## config.mk

```make
export PLATFORM = sky130hd
export DESIGN_NAME = raw_hazard_tracker
export DESIGN_NICKNAME = d
export VERILOG_FILES = /design/src/rtl/raw_hazard_tracker.sv
export SDC_FILE = /design/constraint.sdc
export NUM_CORES = 1
export LEC_CHECK = 0
export BUFFER_PORTS_ARGS = -buffer_cell sky130_fd_sc_hd__buf_2
export CORE_MARGIN = 1.5
export CORE_UTILIZATION = 57
export CTS_BUF_LIST = sky130_fd_sc_hd__clkbuf_8
export CTS_CLUSTER_DIAMETER = 30
export DETAILED_ROUTE_END_ITERATION = 7
export PLACE_DENSITY = 0.93
export SETUP_SLACK_MARGIN = 0.05
export SYNTH_ARGS = -nofsm -noshare
export SYNTH_HDL_FRONTEND = slang
export SYNTH_SLANG_ARGS = --single-unit
```

## constraint.sdc

```tcl
create_clock -name clk -period 3.55 [get_ports clk]
set_input_delay 0.355 -clock clk [delete_from_list [all_inputs] [get_ports clk]]
set_output_delay 0.355 -clock clk [all_outputs]
set_load 0.02 [all_outputs]
```

## src/rtl/raw_hazard_tracker.sv

```systemverilog
// rtl/raw_hazard_tracker.sv - decode-stage read-after-write hazard detector
//
// Tracks the destination register of each instruction issued from ID across
// three in-flight slots aligned with EX, MEM and WB. It stalls the ID
// instruction while any of its source registers is still being produced.
// The pipeline has no forwarding, so this block is the only RAW protection.
//
// Parameters:
//   WB_BYPASS      1: the register file writes before it reads, so WB is not
//                     compared. 0: WB is compared as well.
//   CNT_W          width of the saturating stall-cycle counter.
//
// Ports:
//   clk            system clock
//   rst            synchronous active-high reset, overrides all other inputs
//   id_valid       ID holds a real instruction (not a bubble)
//   id_dest_reg    destination register of the ID instruction
//   id_dest_valid  ID instruction writes the register file
//   id_src1        first source register
//   id_src1_valid  first source register is actually read
//   id_src2        second source register
//   id_src2_valid  second source register is actually read
//   flush          taken branch/jump kills the ID instruction this cycle
//   ext_stall      global freeze; all tracker state holds
//   stall          hold PC and IF/ID, inject a bubble into ID/EX
//   inflight_valid slot valid bits {WB, MEM, EX}
//   stall_count    number of cycles in which a hazard stall was applied

module raw_hazard_tracker #(
   parameter int WB_BYPASS = 1,
   parameter int CNT_W     = 16
) (
   input  logic             clk,
   input  logic             rst,
   input  logic             id_valid,
   input  logic [2:0]       id_dest_reg,
   input  logic             id_dest_valid,
   input  logic [2:0]       id_src1,
   input  logic             id_src1_valid,
   input  logic [2:0]       id_src2,
   input  logic             id_src2_valid,
   input  logic             flush,
   input  logic             ext_stall,
   output logic             stall,
   output logic [2:0]       inflight_valid,
   output logic [CNT_W-1:0] stall_count
);

   // Number of slots compared against the ID sources. With a write-before-read
   // register file, the WB slot (index 2) already delivers its value to ID.
   localparam int N_CHK = (WB_BYPASS != 0) ? 2 : 3;

   localparam logic [CNT_W-1:0] CNT_ONE = {{(CNT_W-1){1'b0}}, 1'b1};
   localparam logic [CNT_W-1:0] CNT_MAX = {CNT_W{1'b1}};

   // Slot state: index 0 = EX, 1 = MEM, 2 = WB.
   logic [2:0]       r_slot_valid;
   logic [2:0]       r_slot_reg [3];
   logic [CNT_W-1:0] r_stall_count;

   // Per-slot match flags for each source operand.
   logic [2:0] w_hit_src1;
   logic [2:0] w_hit_src2;
   logic       w_src1_hazard;
   logic       w_src2_hazard;
   logic       w_stall;
   logic       w_issue;

   always_comb begin
      w_hit_src1 = 3'b000;
      w_hit_src2 = 3'b000;
      for (int s = 0; s < 3; s++) begin
         if (s < N_CHK) begin
            // R0 is an ordinary register here; there is no hardwired zero.
            w_hit_src1[s] = r_slot_valid[s] && (r_slot_reg[s] == id_src1);
            w_hit_src2[s] = r_slot_valid[s] && (r_slot_reg[s] == id_src2);
         end
      end
   end

   // The ID instruction's own destination is never compared against its
   // sources: a same-instruction dependency reads the old value by design.
   assign w_src1_hazard = id_src1_valid && (w_hit_src1 != 3'b000);
   assign w_src2_hazard = id_src2_valid && (w_hit_src2 != 3'b000);

   // A flushed instruction is dead, so it must never hold the front end.
   assign w_stall = id_valid && !flush && (w_src1_hazard || w_src2_hazard);

   // Only a live, non-stalled, non-flushed writer occupies the EX slot.
   assign w_issue = id_valid && id_dest_valid && !w_stall && !flush;

   always_ff @(posedge clk) begin
      if (rst) begin
         r_slot_valid  <= 3'b000;
         r_slot_reg[0] <= 3'd0;
         r_slot_reg[1] <= 3'd0;
         r_slot_reg[2] <= 3'd0;
         r_stall_count <= '0;
      end else if (!ext_stall) begin
         r_slot_valid[2] <= r_slot_valid[1];
         r_slot_reg[2]   <= r_slot_reg[1];
         r_slot_valid[1] <= r_slot_valid[0];
         r_slot_reg[1]   <= r_slot_reg[0];
         r_slot_valid[0] <= w_issue;
         r_slot_reg[0]   <= id_dest_reg;
         if (w_stall && (r_stall_count != CNT_MAX)) begin
            r_stall_count <= r_stall_count + CNT_ONE;
         end
      end
   end

   assign stall          = w_stall;
   assign inflight_valid = r_slot_valid;
   assign stall_count    = r_stall_count;

endmodule
```

==> impl_metrics.toml, run 1 <==
[status]
status = "finished, final reports clean"

[synth]
syn_inst = 145
synthesis.area_mm2 = 0.00131
avgSynthCellArea_um2 = 9.03
syn_nets = 163
synthTopCellsByArea = "dfxtp_1 (29%), edfxtp_1 (14%), xnor2_1 (8.0%)"
yosys_warnings = 0
yosysUniqueCellTypes = 32
synth_top_area_share_pct = 29.0
synth_area_leader_cell = "dfxtp_1"
ys_seq_area_share_pct = 42.8
ys_ff_latch = 25

[clock_tree]
cts_tree = "built"
cts_setup_buffers = 0
holdBufCountCts = 0
h-tree-depth = 1
cts_root_buf = "clkbuf_8"
clockBufferDepth = 2
clock-sinks = 25
cts_resized = 0
clk_pin_slew_ps = 90
clock_latency_ps = 260
cts_buffers = 3

[global_route]
grt_pass1_vias = 1079
antenna_found_initial = 0
grt_pass1_wl_um = 4570
gr-total-overflow = 0
groute.usage.overall_pct = 23.1
grt_max_degree = 25

[route]
via_count = 1192
vias_per_cell = 5.73
drc_errors = 0
ant_nets = 0
first_iter_violations = 21
routed_wl_um = 2830
wl_per_cell_um = 13.6
first_pass_iters = 4

[timing]
final_max_slew_viol_count = 0
finalSetupTns_ps = 0
rsz0062_at_grt = "no"
maxClockFrequency_mhz = 431
max-slew-margin-rel_pct = 48.1
worst_pin_slew_ps = 778
fin_crit_ps = 2320
setup_viol = 0
period_share_pct = 65.3
report.final.hold_viol_count = 0
fin_skew_ps = 5.55

[die]
coreArea_mm2 = 0.00219
std_cell_rows = 17
fp.dieArea_mm2 = 0.00259
start_util_pct = 59.8
pin_count = 37
die_h_um = 50.9
die_w_um = 50.9

[finish]
syn2layout_area_growth_pct = 17.6
largest_reg_flops = 16
postLayoutCoreUtil_pct = 70.3
drive_gt1_share_pct = 25.0
nNetsFinal = 199
n_antenna_cell = 0
finalNonFillerCells = 208

[worst_setup_path]
endpoint_kind = "flip-flop"
required_ps = 3700
path_max_fanout = 23
critical_path.slowest_cell = "edfxtp_1"
path_class = "reg2reg"
worstPathCellList = "xnor2_1 -> nand4_1 -> a21oi_1 -> o21ai_2 -> nor4_1 -> mux2_1"
cp-start-kind = "flip-flop"
worstPathArrival_ps = 2470
max_stage_delay_ps = 450

[power]
irDropWorstVdd_mv = 0.226
p_leak_nw = 0.632
p_per_area_mw_per_mm2 = 330

[flow_run]
cap_viol_max_count = 0

[hold_path]
hp-class = "in2reg"

[placement]
dp_cells = 204
gp_congestion = 0.883
dpl.hpwl_um = 2090
port_buffers = 36
[layer usage]
metal / up-vias / routed length, um / GRT usage, %
met2: 40 / 1420 / 41.8
met3: 6 / 131 / 2.63
met5: - / 0 / 0
met1: 561 / 1220 / 27.6
met4: 0 / 53 / 9.46
li1: 585 / - / -
[cells in the mapped netlist, drive strengths merged]
| cell | instances |
|---|---|
| mux2i | 3 |
| a21oi | 12 |
| nand4b | 1 |
| a22oi | 1 |
| xnor2 | 12 |
| or3 | 9 |
| clkbuf | 3 |
| and2 | 6 |
| nand4 | 6 |
| or2 | 2 |
| edfxtp | 6 |
| xor2 | 3 |
| nor2b | 4 |
| nand2b | 1 |
| nor3 | 1 |
| o211ai | 2 |
| nand3 | 7 |
| nand2 | 10 |
| dfxtp | 19 |
| inv | 3 |
| and3 | 2 |
| ha | 1 |
| and4 | 1 |
| buf | 2 |
| a41oi | 1 |
| mux2 | 3 |
| nor2 | 12 |
| o21ai | 10 |
| nor4 | 2 |
[per-stage QoR]
step / cell area [um2] / hold slack, ps / worst slack [ps] / total power, mW
2_1_floorplan: 1310 / 524 / 1630 / 0.335
3_3_place_gp: 1500 / 478 / 1450 / 0.350
6_report: 1540 / 363 / 1230 / 0.508
5_1_grt: 1540 / 369 / 1040 / 0.526
3_5_place_dp: 1500 / 511 / 1260 / 0.352
4_1_cts: 1540 / 358 / 1250 / 0.510
[power by group]
group          switching (mW)  internal, mW  leakage, nW
registers             0.00609         0.297        0.219
logic                  0.0215        0.0212        0.387
clock network          0.0846        0.0772       0.0269
total                   0.112         0.396        0.632
[cell usage in the layout, fill, tap and decap left out, drive strengths merged, types with 4 or more instances in the layout]
cell type   n
buf        36
dfxtp      19
xnor2      12
a21oi      12
nor2       12
nand2      10
o21ai      10
or3         9
nand3       7
nand4       6
and2        6
edfxtp      6
nor2b       4
inv         4
[final timing paths]
kind                      from           endpoint  slack [ps]  depth (start not counted)
max reg2reg   r_slot_reg[0][2]    stall_count[13]        1230                          6
max           r_slot_reg[0][2]    stall_count[13]        1230                          6
min             id_dest_reg[0]   r_slot_reg[0][0]         360                          2
min reg2reg  inflight_valid[2]  inflight_valid[2]         520                          2
[worst max-delay path, delay by kind of cell (launching register included)]
kind	cells	cell delay, ps
xor+xnor	1	240
compound gates	2	670
mux	1	360
simple gates	2	490
flops	1	450
[cells by family after synthesis]
logic type      after synthesis  share of synthesized area, %
buf+inv                       8                          3.15
xor+xnor                     15                          10.0
fa+ha+maj                     1                         0.955
mux                           6                          4.87
compound gates               26                          11.7
flops                        25                          42.8
simple gates                 64                          26.6
[final cells by class]
class | instances | area [um2]
clock buffer | 3 | 41.3
multi-input combinational | 112 | 708
inverter | 3 | 11.3
timing repair buffer | 36 | 180
clock inverter | 1 | 3.75
fill | 178 | 651
tap | 28 | 35.0
sequential | 25 | 561
Note: power is estimated with default switching activity, not from simulation.
==> run 2: changes to the inputs <==
--- a/config.mk
+++ b/config.mk
@@ -5,13 +5,14 @@
 export SDC_FILE = /design/constraint.sdc
 export NUM_CORES = 1
 export LEC_CHECK = 0
+export ABC_AREA = 1
 export BUFFER_PORTS_ARGS = -buffer_cell sky130_fd_sc_hd__buf_2
 export CORE_MARGIN = 1.5
-export CORE_UTILIZATION = 57
+export CORE_UTILIZATION = 50
 export CTS_BUF_LIST = sky130_fd_sc_hd__clkbuf_8
 export CTS_CLUSTER_DIAMETER = 30
 export DETAILED_ROUTE_END_ITERATION = 7
-export PLACE_DENSITY = 0.93
+export PLACE_DENSITY = 0.85
 export SETUP_SLACK_MARGIN = 0.05
 export SYNTH_ARGS = -nofsm -noshare
 export SYNTH_HDL_FRONTEND = slang
==> constraint.sdc (replaced) <==
create_clock -name clk -period 2.05 [get_ports clk]
set_input_delay 0.205 -clock clk [delete_from_list [all_inputs] [get_ports clk]]
set_output_delay 0.205 -clock clk [all_outputs]
set_load 0.02 [all_outputs]
==> impl_metrics.toml, run 2 <==
[timing]
final_max_slew_viol_count = 0
fin_skew_ps = 7.88
finalSetupTns_ps = 0
fin_crit_ps = 1800
layout_setup_ws_ps = 249
rsz0062_at_grt = "no"
period_share_pct = 87.8
maxClockFrequency_mhz = 555
worst_pin_slew_ps = 379
setup_viol = 0
max-slew-margin-rel_pct = 74.7
whs_ps = 133
report.final.hold_viol_count = 0

[power]
swShare_pct = 23.8
pwr-share-comb_pct = 9.6
p_leak_nw = 1.00
clkPwrFrac_pct = 31.9
pwr-share-seq_pct = 58.6
p_per_area_mw_per_mm2 = 467
p_sw_mw = 0.213
irDropWorstVdd_mv = 0.313
internal-power_mw = 0.681

[flow_run]
cap_viol_max_count = 0

[synth]
synth_edf_count = 6
synth_area_leader_cell = "dfxtp_1"
yosys_warnings = 0
avgSynthCellArea_um2 = 6.51
synth_top_area_share_pct = 23.0
yosysUniqueCellTypes = 22
synth_common_cells = "nand2_1 (70), nor2_1 (54), inv_1 (39), dfxtp_1 (19), nand2_2 (15)"
ys_ff_latch = 25
syn_nets = 272
synth_most_common_cell = "nand2_1"
synthTopCellsByArea = "dfxtp_1 (23%), nand2_1 (16%), nor2_1 (12%)"
synth_flop_cell = "dfxtp_1"
ys_async_sr_fraction_pct = 0
ys_seq_area_share_pct = 33.9
synthesis.area_mm2 = 0.00165
syn_inst = 254

[die]
start_util_pct = 53.3
die_h_um = 60.5
fp.dieArea_mm2 = 0.00366
coreArea_mm2 = 0.00310
std_cell_rows = 20
pin_count = 37
die_w_um = 60.5

[finish]
n_antenna_cell = 0
largest_reg_flops = 16
seqCellArea_um2 = 561
drive_gt1_share_pct = 23.5
syn2layout_area_growth_pct = 15.8
multi_input_area_um2 = 897
final_common_cell = "nand2_1"
final_cell_mix = "nand2_1 (70), nor2_1 (54), inv_1 (40)"
fillers = 304
nNetsFinal = 312

[worst_setup_path]
path_class = "reg2reg"
crit_start = "stall_count[0]"
reg2reg_from = "stall_count[0]"
worstPathCellList = "ha_1 -> nand3_2 -> nor2_2 -> nand2_2 -> clkinv_1 -> nand3_4 -> nand4_4 -> nor2_1 -> nor2_1"
worstPathArrival_ps = 1960
required_ps = 2210
endpoint_kind = "flip-flop"
path_max_fanout = 21
path_common_cell = "nor2_1"
critical_path.slowest_cell = "dfxtp_1"
max_stage_delay_ps = 360
cp-start-kind = "flip-flop"

[global_route]
gr-total-overflow = 0
grt_pass1_wl_um = 5550
met3_usage_pct = 2.56
groute.usage.overall_pct = 19.9
grt_pass1_vias = 1427
grt_busiest_layer = "met2"
grt_max_degree = 22
use_met1_pct = 23.7
grtUsageMet2_pct = 35.1
antenna_found_initial = 0

[route]
wl_per_cell_um = 9.83
first_pass_iters = 4
routed_wl_um = 3310
via_count = 1583
drc_errors = 0
vias_per_cell = 4.70
first_iter_violations = 65
ant_nets = 0

[clock_tree]
cts_resized = 0
cts_tree = "built"
cts_buffers = 3
h-tree-depth = 1
cts_setup_buffers = 0
clock_latency_ps = 270
clk_pin_slew_ps = 90
holdBufCountCts = 0
cts_root_buf = "clkbuf_8"
clock-sinks = 25
clockBufferDepth = 2

[status]
status = "finished, final reports clean"

[hold_path]
hp-class = "in2reg"
hold_start = "rst"

[placement]
dp_slack_ps = 236
gp_congestion = 0.930
dpl.hpwl_um = 2560
port_buffers = 36
[run 2: cell count changes in the layout (fill, tap and decap cells not counted), moves of 12 or more]
cell | previous run | this run
nand2_2 | 0 | 15
xnor2_1 | 12 | 0
inv_1 | 4 | 40
nand2_1 | 10 | 70
a21oi_1 | 12 | 0
nor2_1 | 12 | 54
[run 2: layout make-up]
| class | count | area share (%) |
|---|---|---|
| inverter | 43 | 8.43 |
| clock inverter | 1 | 0.196 |
| multi-input combinational | 183 | 46.9 |
| tap | 44 | 2.88 |
| clock buffer | 3 | 2.16 |
| sequential | 25 | 29.3 |
| timing repair buffer | 38 | 10.2 |
[run 2: routing by layer]
metal | part of all wire (%) | vias up
li1 | - | 842
met1 | 46 | 698
met2 | 48 | 39
met3 | 4.8 | 4
met4 | 1.6 | 0
met5 | 0 | -
[run 2: kinds of logic after synthesis]
kind of cell | after synthesis | synth area share [%]
flip-flops | 25 | 33.9
XOR/XNOR | 10 | 5.30
buffers and inverters | 46 | 11.8
AND/OR/NAND/NOR | 165 | 46.1
AO/OA/AOI/OAI | 7 | 2.12
adder cells (fa/ha/maj) | 1 | 0.757
[run 2: final timing paths]
| path | end | slack (ps) | cells past startpoint |
|---|---|---|---|
| max | stall_count[14] | 250 | 9 |
| min | stall_count[5] | 130 | 2 |
| max reg2reg | stall_count[14] | 250 | 9 |
| min reg2reg | inflight_valid[2] | 510 | 2 |
[run 2: per-stage QoR]
| step | cell area [um2] | cells | power [mW] | util [%] |
|---|---|---|---|---|
| CTS | 1910 | 337 | 0.900 | 61.7 |
| global route | 1910 | 337 | 0.934 | 61.7 |
| detailed placement | 1870 | 333 | 0.621 | 60.2 |
| global placement | 1870 | 333 | 0.619 | 60.2 |
| floorplan | 1650 | 254 | 0.587 | - |
| finish | 1910 | 337 | 0.895 | 61.7 |
[run 2: power by group through the flow]
stage | Combinational [mW] | Clock [mW] | Sequential (mW)
4_1_cts | 0.0858 | 0.290 | 0.524
3_5_place_dp | 0.0853 | 0 | 0.536
5_1_grt | 0.0983 | 0.310 | 0.526
6_report | 0.0855 | 0.285 | 0.524
2_1_floorplan | 0.0520 | 0 | 0.535
3_3_place_gp | 0.0833 | 0 | 0.535
[run 2: worst max-delay path: cells and delay by family (launching register included)]
family / cells / cell delay, ps
adders and majority gates: 1 / 250
buffers and inverters: 1 / 130
DFF: 1 / 360
and+or+nand+nor: 7 / 950
